--- src/rtl/asic_daq_responder.sv ---
// asic_daq_responder: emulates a DAQ front-end chip. It runs an acquisition
// window, reports chip-full on CHIPSATB, and serves a readout burst on request.
// Optional feature macro: ASIC_DAQ_TRIG_EN enables trigger counting and the
// trigger-depth full condition. With the macro undefined, ExternalTrigger and
// TrigDepth are ignored and the readout header is 16'hA500.
module asic_daq_responder (
  input  logic        Clk,
  input  logic        reset_n,
  input  logic        RESET_B,
  input  logic        START_ACQ,
  input  logic        StartReadout,
  input  logic        ExternalTrigger,
  input  logic [15:0] FullCount,
  input  logic [7:0]  TrigDepth,
  input  logic [7:0]  SatbHoldTime,
  input  logic [7:0]  ReadoutLength,
  output logic        CHIPSATB,
  output logic        EndReadout,
  output logic [15:0] DataOut,
  output logic        DataValid,
  output logic [7:0]  AcqIndex
);

  localparam int unsigned CNT_W  = 16;
  localparam int unsigned BYTE_W = 8;
  localparam int unsigned WORD_W = 16;
  localparam logic [BYTE_W-1:0] HDR_TAG  = 8'hA5;
  localparam logic [BYTE_W-1:0] BYTE_MAX = 8'hFF;

  typedef enum logic [2:0] {
    S_IDLE    = 3'd0,
    S_ACQ     = 3'd1,
    S_FULL    = 3'd2,
    S_WAIT_RO = 3'd3,
    S_READOUT = 3'd4
  } state_t;

  state_t              r_state,     w_state_nxt;
  logic [CNT_W-1:0]    r_acq_cnt,   w_acq_cnt_nxt;
  logic [BYTE_W-1:0]   r_trig_cnt,  w_trig_cnt_nxt;
  logic [BYTE_W-1:0]   r_hold_cnt,  w_hold_cnt_nxt;
  logic [BYTE_W-1:0]   r_word_idx,  w_word_idx_nxt;
  logic [BYTE_W-1:0]   r_acq_index, w_acq_index_nxt;
  logic [WORD_W-1:0]   r_dout,      w_dout_nxt;
  logic                r_satb_n,    w_satb_n_nxt;
  logic                r_end_ro,    w_end_ro_nxt;
  logic                r_dvalid,    w_dvalid_nxt;
  logic                r_trig_prev;

  logic                w_time_full;
  logic                w_trig_full;
  logic                w_trig_rise;
  logic [BYTE_W-1:0]   w_hold_len;

  // Time-based full: the IDLE sample is edge 0, so AcqCnt reaches FullCount-1 on edge FullCount
  assign w_time_full = (FullCount != 16'd0) && (r_acq_cnt == CNT_W'(FullCount - 16'd1));

  // A zero hold time still produces a one-cycle CHIPSATB pulse
  assign w_hold_len = (SatbHoldTime == 8'd0) ? 8'd1 : SatbHoldTime;

`ifdef ASIC_DAQ_TRIG_EN
  assign w_trig_rise = ExternalTrigger & ~r_trig_prev;
  assign w_trig_full = (TrigDepth != 8'd0) && (r_trig_cnt >= TrigDepth);
`else
  logic w_unused_trig;
  assign w_trig_rise   = 1'b0;
  assign w_trig_full   = 1'b0;
  assign w_unused_trig = ^{TrigDepth, r_trig_prev};
`endif

  // Trigger edge-detect history, tracked every cycle
  always_ff @(posedge Clk or negedge reset_n) begin
    if (!reset_n) r_trig_prev <= 1'b0;
    else          r_trig_prev <= ExternalTrigger;
  end

  // State and output registers
  always_ff @(posedge Clk or negedge reset_n) begin
    if (!reset_n) begin
      r_state     <= S_IDLE;
      r_acq_cnt   <= '0;
      r_trig_cnt  <= '0;
      r_hold_cnt  <= '0;
      r_word_idx  <= '0;
      r_acq_index <= '0;
      r_dout      <= '0;
      r_satb_n    <= 1'b1;
      r_end_ro    <= 1'b0;
      r_dvalid    <= 1'b0;
    end else begin
      r_state     <= w_state_nxt;
      r_acq_cnt   <= w_acq_cnt_nxt;
      r_trig_cnt  <= w_trig_cnt_nxt;
      r_hold_cnt  <= w_hold_cnt_nxt;
      r_word_idx  <= w_word_idx_nxt;
      r_acq_index <= w_acq_index_nxt;
      r_dout      <= w_dout_nxt;
      r_satb_n    <= w_satb_n_nxt;
      r_end_ro    <= w_end_ro_nxt;
      r_dvalid    <= w_dvalid_nxt;
    end
  end

  // Next-state and next-output logic; RESET_B overrides everything except AcqIndex and DataOut
  always_comb begin
    w_state_nxt     = r_state;
    w_acq_cnt_nxt   = r_acq_cnt;
    w_trig_cnt_nxt  = r_trig_cnt;
    w_hold_cnt_nxt  = r_hold_cnt;
    w_word_idx_nxt  = r_word_idx;
    w_acq_index_nxt = r_acq_index;
    w_dout_nxt      = r_dout;
    w_satb_n_nxt    = r_satb_n;
    w_end_ro_nxt    = 1'b0;
    w_dvalid_nxt    = 1'b0;

    case (r_state)
      S_IDLE: begin
        w_satb_n_nxt = 1'b1;
        if (START_ACQ) begin
          w_state_nxt    = S_ACQ;
          w_acq_cnt_nxt  = '0;
          w_trig_cnt_nxt = '0;
        end
      end

      S_ACQ: begin
        if (w_trig_rise && (r_trig_cnt != BYTE_MAX)) begin
          w_trig_cnt_nxt = BYTE_W'(r_trig_cnt + 8'd1);
        end
        if (!START_ACQ) begin
          w_state_nxt = S_WAIT_RO;
        end else begin
          w_acq_cnt_nxt = CNT_W'(r_acq_cnt + 16'd1);
          if (w_time_full || w_trig_full) begin
            w_state_nxt    = S_FULL;
            w_satb_n_nxt   = 1'b0;
            w_hold_cnt_nxt = '0;
          end
        end
      end

      S_FULL: begin
        if (r_hold_cnt == BYTE_W'(w_hold_len - 8'd1)) begin
          w_satb_n_nxt = 1'b1;
          w_state_nxt  = S_WAIT_RO;
        end else begin
          w_hold_cnt_nxt = BYTE_W'(r_hold_cnt + 8'd1);
        end
      end

      S_WAIT_RO: begin
        if (StartReadout) begin
          w_state_nxt    = S_READOUT;
          w_word_idx_nxt = '0;
        end
      end

      S_READOUT: begin
        if (r_word_idx < ReadoutLength) begin
          w_dvalid_nxt   = 1'b1;
          w_dout_nxt     = (r_word_idx == 8'd0) ? {HDR_TAG, r_trig_cnt}
                                                : {r_acq_index, r_word_idx};
          w_word_idx_nxt = BYTE_W'(r_word_idx + 8'd1);
        end else begin
          w_end_ro_nxt    = 1'b1;
          w_acq_index_nxt = BYTE_W'(r_acq_index + 8'd1);
          w_state_nxt     = S_IDLE;
        end
      end

      default: begin
        w_state_nxt = S_IDLE;
      end
    endcase

    if (!RESET_B) begin
      w_state_nxt     = S_IDLE;
      w_satb_n_nxt    = 1'b1;
      w_dvalid_nxt    = 1'b0;
      w_end_ro_nxt    = 1'b0;
      w_acq_cnt_nxt   = '0;
      w_trig_cnt_nxt  = '0;
      w_hold_cnt_nxt  = '0;
      w_word_idx_nxt  = '0;
      w_dout_nxt      = r_dout;
      w_acq_index_nxt = r_acq_index;
    end
  end

  assign CHIPSATB   = r_satb_n;
  assign EndReadout = r_end_ro;
  assign DataOut    = r_dout;
  assign DataValid  = r_dvalid;
  assign AcqIndex   = r_acq_index;

endmodule

--- config.mk ---
export PLATFORM = sky130hd
export DESIGN_NAME = asic_daq_responder
export DESIGN_NICKNAME = d
export VERILOG_FILES = /design/src/rtl/asic_daq_responder.sv
export SDC_FILE = /design/constraint.sdc
export NUM_CORES = 1
export LEC_CHECK = 0
export CAP_MARGIN = 10
export CORE_ASPECT_RATIO = 1.75
export CORE_MARGIN = 3
export CORE_UTILIZATION = 30
export CTS_BUF_LIST = sky130_fd_sc_hd__clkbuf_8
export DETAILED_ROUTE_END_ITERATION = 10
export GPL_ROUTABILITY_DRIVEN = 0
export SYNTH_ARGS = -nofsm -noshare
export SYNTH_HDL_FRONTEND = slang
export SYNTH_SLANG_ARGS = --single-unit
--- constraint.sdc ---
create_clock -name Clk -period 3.82 [get_ports Clk]
set_clock_uncertainty 0.1 [all_clocks]
set_input_delay 0.764 -clock Clk [delete_from_list [all_inputs] [get_ports Clk]]
set_output_delay 0.764 -clock Clk [all_outputs]
set_load 0.02 [all_outputs]
## Yosys cells after proc, flatten, opt, wreduce, memory -nomap -nowiden

Cells that the tools add are included.

| operators by class | value |
|---|---|
| reduce and logical (&&, ||, !) cells | 13 |
| order comparisons | 1 |
| bitwise gates (word level) | 1 |
| equal/unequal tests | 21 |
| multiplexer cells | 37 |
| $add $sub $neg | 6 |

Operators with widths:

| operator | count |
|---|---|
| $mux W8 | 11 |
| $mux W16 | 4 |
| $pmux W16 S2 | 1 |
| $pmux W8 S2 | 2 |
| $add A8 B1 Y8 const B | 3 |
| $ne A3 B3 Y1 const B | 8 |
| $mux W3 | 7 |
| $add A16 B1 Y16 const B | 1 |
| $eq A16 B16 Y1 | 1 |
| $logic_not A8 Y1 | 2 |
| $reduce_bool A16 Y1 | 1 |
| $sub A16 B1 Y16 const B | 1 |
| $pmux W3 S5 | 1 |
| $reduce_and A3 Y1 | 4 |
| $mux W1 | 10 |
| $ne A3 B1 Y1 const B | 3 |
| $eq A8 B8 Y1 | 1 |
| $lt A8 B8 Y1 | 1 |
| $reduce_and A4 Y1 | 2 |
| $sub A8 B1 Y8 const B | 1 |
| $eq A3 B2 Y1 const B | 2 |
| $reduce_and A5 Y1 | 1 |
| $ne A2 B1 Y1 const B | 2 |
| $ne A4 B1 Y1 const B | 1 |
| 8 further kinds | 8 |

| storage, ports and cells | value |
|---|---|
| word-level logic and storage cells | 89 |
| output and inout port bits | 27 |
| input port bits | 46 |
| bits in registers | 70 |

## Depth between registers and ports, before layout

Gate-level depths: netlist of the first run.

| depth | value |
|---|---|
| depth after elaboration | 7 |
| gate-level depth with buffers | 11 |
| gate-level depth less buffers | 11 |

## Worst setup path after synthesis of the first run

Ideal clock, no wire load.

| timing | value |
|---|---|
| path type | in2reg |
| start point | input port SatbHoldTime[2] |
| end point | register r_state[0] |
| library setup time | 139 ps |
| stages | 11 |
| path slack | 358 ps |
| data arrival time | 3222 ps |
| buffers on the path | 0 |
| data required time | 3581 ps |
| cell sequence | or4_4 -> nor3_1 -> nor2_1 -> ha_1 -> or2b_1 -> a21oi_1 -> a31oi_1 -> o21ai_0 -> nor4b_1 -> o311ai_0 -> o21ai_0 |

| on the way | value |
|---|---|
| longest elaborated chain between the ends | 6 |

RTL lines:

| item | RTL line | text |
|---|---|---|
| start: declaration | 15 | `input logic [7:0] SatbHoldTime,` |
| $logic_not A8 Y1 | 59 | `assign w_hold_len = (SatbHoldTime == 8'd0) ? 8'd1 : SatbHoldTime;` |
| $mux W8 (*) | 59 |  |
| $sub A8 B1 Y8 (*) | 144 | `if (r_hold_cnt == BYTE_W'(w_hold_len - 8'd1)) begin` |
| $eq A8 B8 Y1 (*) | 144 |  |
| $ne A3 B3 Y1 (no source line) (*) | - |  |
| $reduce_and A5 Y1 (no source line) (*) | - |  |
| end signal: assignment | 91 | `r_state <= w_state_nxt;` |
| end: declaration | 38 | `state_t r_state, w_state_nxt;` |

Mark *: on every way between the ends. The rest lies on a longest branch, timed or not.
A chain may end at the register's enable or synchronous reset.

## Final worst setup path of the first run

| timing | value |
|---|---|
| start point | input port SatbHoldTime[2] |
| end point | register r_hold_cnt[1] |

| on the way | value |
|---|---|
| longest elaborated chain between the ends | 6 |

RTL lines:

| item | RTL line | text |
|---|---|---|
| $logic_not A8 Y1 | 59 |  |
| $mux W8 (*) | 59 |  |
| $sub A8 B1 Y8 (*) | 144 |  |
| $eq A8 B8 Y1 (*) | 144 |  |
| $ne A3 B3 Y1 (no source line) (*) | - |  |
| $reduce_and A4 Y1 (no source line) (*) | - |  |
| end signal: assignment | 94 | `r_hold_cnt <= w_hold_cnt_nxt;` |
| end: declaration | 41 | `logic [BYTE_W-1:0] r_hold_cnt, w_hold_cnt_nxt;` |

Marked as above.

==> key figures, run 1 <==
Floorplan
  • Placeable Area: approximately 14000 um^2
  • Initial Utilization: 30.6%
  • Die area: 15700 um^2
  • Die height: ~160 um
  • Die width: 96.0 um
  • # rows: between 50 and 60
  • I/O pin total: 73

Global routing
  • Aggregate global-route resource usage: approximately 14%
  • Initial antenna violation count: 0
  • Global-route wire length before repair: between 15 and 20 mm
  • Largest net degree at the start of global routing: 37
  • Vias in the first global route: approximately 3700
  • Total gr overflow: 0

Setup path
  • CP required: 3.99 ns
  • Worst setup path class: in -> reg
  • Nature of the critical path endpoint: flip-flop
  • CP startpoint kind: primary input
  • Worst EP arrival: approximately 3.8 ns
  • CP Max Fanout: 5

Timing
  • # setup viols final: 0
  • Worst Max-Slew Pin Slew: 0.871 ns
  • Setup TNS: 0 ns
  • Normalized max-slew margin: 41.4%
  • Unrepaired setup endpoints after global routing: no
  • Fin. max-slew vios: 0
  • Final Hold Vio Count: 0
  • Max Clk Rate: between 200 and 300 MHz
  • Tmin final: roughly 3.6 ns
  • Final Cycle Share: between 90 and 100%

Drt
  • Via/cell ratio: 5.30
  • DRC violations left: 0
  • Post-route ant nets: 0
  • Final WL: between 10 and 15 mm
  • DR iter-0 viols: roughly 180
  • Drt wl/cell: 14.8 um
  • Vias: 3866
  • First-pass DRT Iterations: 5

Clocking
  • Clock Root Buffer: clkbuf_8
  • Clk sink count: 62
  • Post_cts resized: 0
  • TritonCTS clock tree: built
  • Clock Latency Late Sink: 0.35 ns
  • Post-cts hold buffer count: 0
  • Clock buffer depth: 2
  • # Post-CTS Setup Buffers: 0
  • Clock slew seen by the registers of the worst setup and hold paths: roughly 0.070 ns
  • Total CTS buffers: 9
  • H-tree level count: 3

Synthesis
  • Post-synth EDFFs: 0
  • Largest cells by area after synthesis: dfrtp_1 (36%), ha_1 (4.4%), nand3_1 (4.2%)
  • Yosys reg bits: 62
  • Commonest cells post-synth: dfrtp_1 (61), nand3_1 (36), nor2_1 (32)
  • Sequential area share after synthesis: between 30% and 40%
  • Count leader, synth: dfrtp_1
  • Most used DFF post-synth: dfrtp_1
  • Post-Syn Nets: about 530
  • Netlist cell types: 69
  • Gate Count Post-Synth: approximately 470
  • Post-synth top area cell: dfrtp_1
  • Synth async-reset ratio: 100%
  • Synth warn: 0
  • Share of the synthesized area in the top cell type: 35.9%
  • Cell area after synthesis: about 4300 um^2
  • Syn avg cell area: approximately 9.1 um^2

Placed design
  • DP Area: just over 5000 um^2
  • PortBufs: 63
  • DP HPWL: 8.41 mm

Job
  • Number of max-cap violations: 0

Worst hold path
  • Worst hold path type: in -> async

Cells and area
  • Diode count: 0
  • Share of layout cells above drive strength 1: 13.9%
  • Finished layout cell area: around 5500 um^2
  • Final #Nets: approximately 610
  • P&R area growth vs syn: 28.2%

Pwr
  • VDD IR max: 0.180 mV
  • Power density over the cells: slightly above 300 nW/um^2
  • Pleak: 2.24 nW

Run status
  • Status: completed
path summary, 6_finish.rpt:
check	end	slack (ns)	from	depth (start not counted)
max	r_hold_cnt[1]	0.24	SatbHoldTime[2]	13
min	DataOut[4]	0.32	reset_n	1
max reg2reg	DataOut[9]	1.18	r_word_idx[0]	6
min reg2reg	DataOut[0]	0.41	DataOut[0]	1
max in group asynchronous	CHIPSATB	2.37	reset_n	2
min in group Clk	DataOut[0]	0.41	DataOut[0]	1
cells in the final DEF, fill, tap and decap left out, types with 11 or more instances in the layout:
cell type        instances
clkdlybuf4s50_1         62
dfrtp_1                 61
nand3_1                 36
nor2_1                  32
nand2_1                 29
o21ai_0                 28
buf_4                   21
xnor2_1                 19
inv_1                   18
xor2_1                  18
ha_1                    15
mux2_2                  14
a21oi_1                 13
o31a_1                  11
clkbuf_8                11
per-layer routing:
layer	global-route usage (%)	routed length (um)
met5	0	0
met4	7.84	365
met3	1.84	344
met2	25.5	5920
met1	15.3	4130
state kept, by name (all words and copies together), names as in the netlist:
register,cells
r_word_idx,8
AcqIndex,8
r_acq_cnt,16
DataValid,1
CHIPSATB,1
DataOut,16
r_state,3
EndReadout,1
r_hold_cnt,8
power breakdown:
| group | leakage (nW) | internal [W] | switching (W) |
|---|---|---|---|
| logic | 1.26 | 0.000106 | 0.000123 |
| clock network | 0.122 | 0.000469 | 0.000269 |
| registers | 0.860 | 0.000666 | 0.0000127 |
kinds of logic after synthesis:
kind of cell,count (synthesis),synth area share [%]
simple gates,203,27.5
compound gates,100,16.7
flops,62,36.5
xor+xnor,37,7.62
buf+inv,34,3.09
mux,16,4.18
fa+ha+maj,15,4.41
critical path: stages:
cell             delay, ns
clkdlybuf4s50_1       0.43
or4_4                 0.54
nor3_1                0.26
nor2_1                0.08
ha_1                  0.25
or2b_1                0.25
a31oi_1               0.16
o21ai_0               0.12
buf_4                 0.18
o311ai_4              0.29
buf_4                 0.18
nand3_1               0.07
o22ai_1               0.18
stage by stage:
step	cells	hold slack, ns	worst slack (ns)	util [%]	power (W)
4_1_cts	729	0.321	0.212	39.2	0.00167
3_5_place_dp	713	0.397	-0.154	37.4	0.000922
3_3_place_gp	713	0.391	-0.0690	37.4	0.000917
2_1_floorplan	467	0.368	0.358	-	0.000802
5_1_grt	729	0.364	0.00943	39.2	0.00172
6_report	729	0.317	0.236	39.2	0.00165
area by class of cell:
cell class | count | area (um^2)
fill | 1396 | 8450
multi-input combinational | 371 | 2570
sequential | 62 | 1550
timing repair buffer | 84 | 783
tap | 177 | 221
clock buffer | 11 | 151
clock inverter | 5 | 105
inverter | 19 | 71.3
No activity file was read; power rests on OpenSTA's default activity.
==> run 2: changes to the inputs <==
--- a/config.mk
+++ b/config.mk
@@ -10,6 +10,7 @@
 export CORE_MARGIN = 3
 export CORE_UTILIZATION = 30
 export CTS_BUF_LIST = sky130_fd_sc_hd__clkbuf_8
+export CTS_CLUSTER_SIZE = 40
 export DETAILED_ROUTE_END_ITERATION = 10
 export GPL_ROUTABILITY_DRIVEN = 0
 export SYNTH_ARGS = -nofsm -noshare
==> results of run 2 <==
Same layout as run 1: the final DEF is identical, and so are final timing and power.
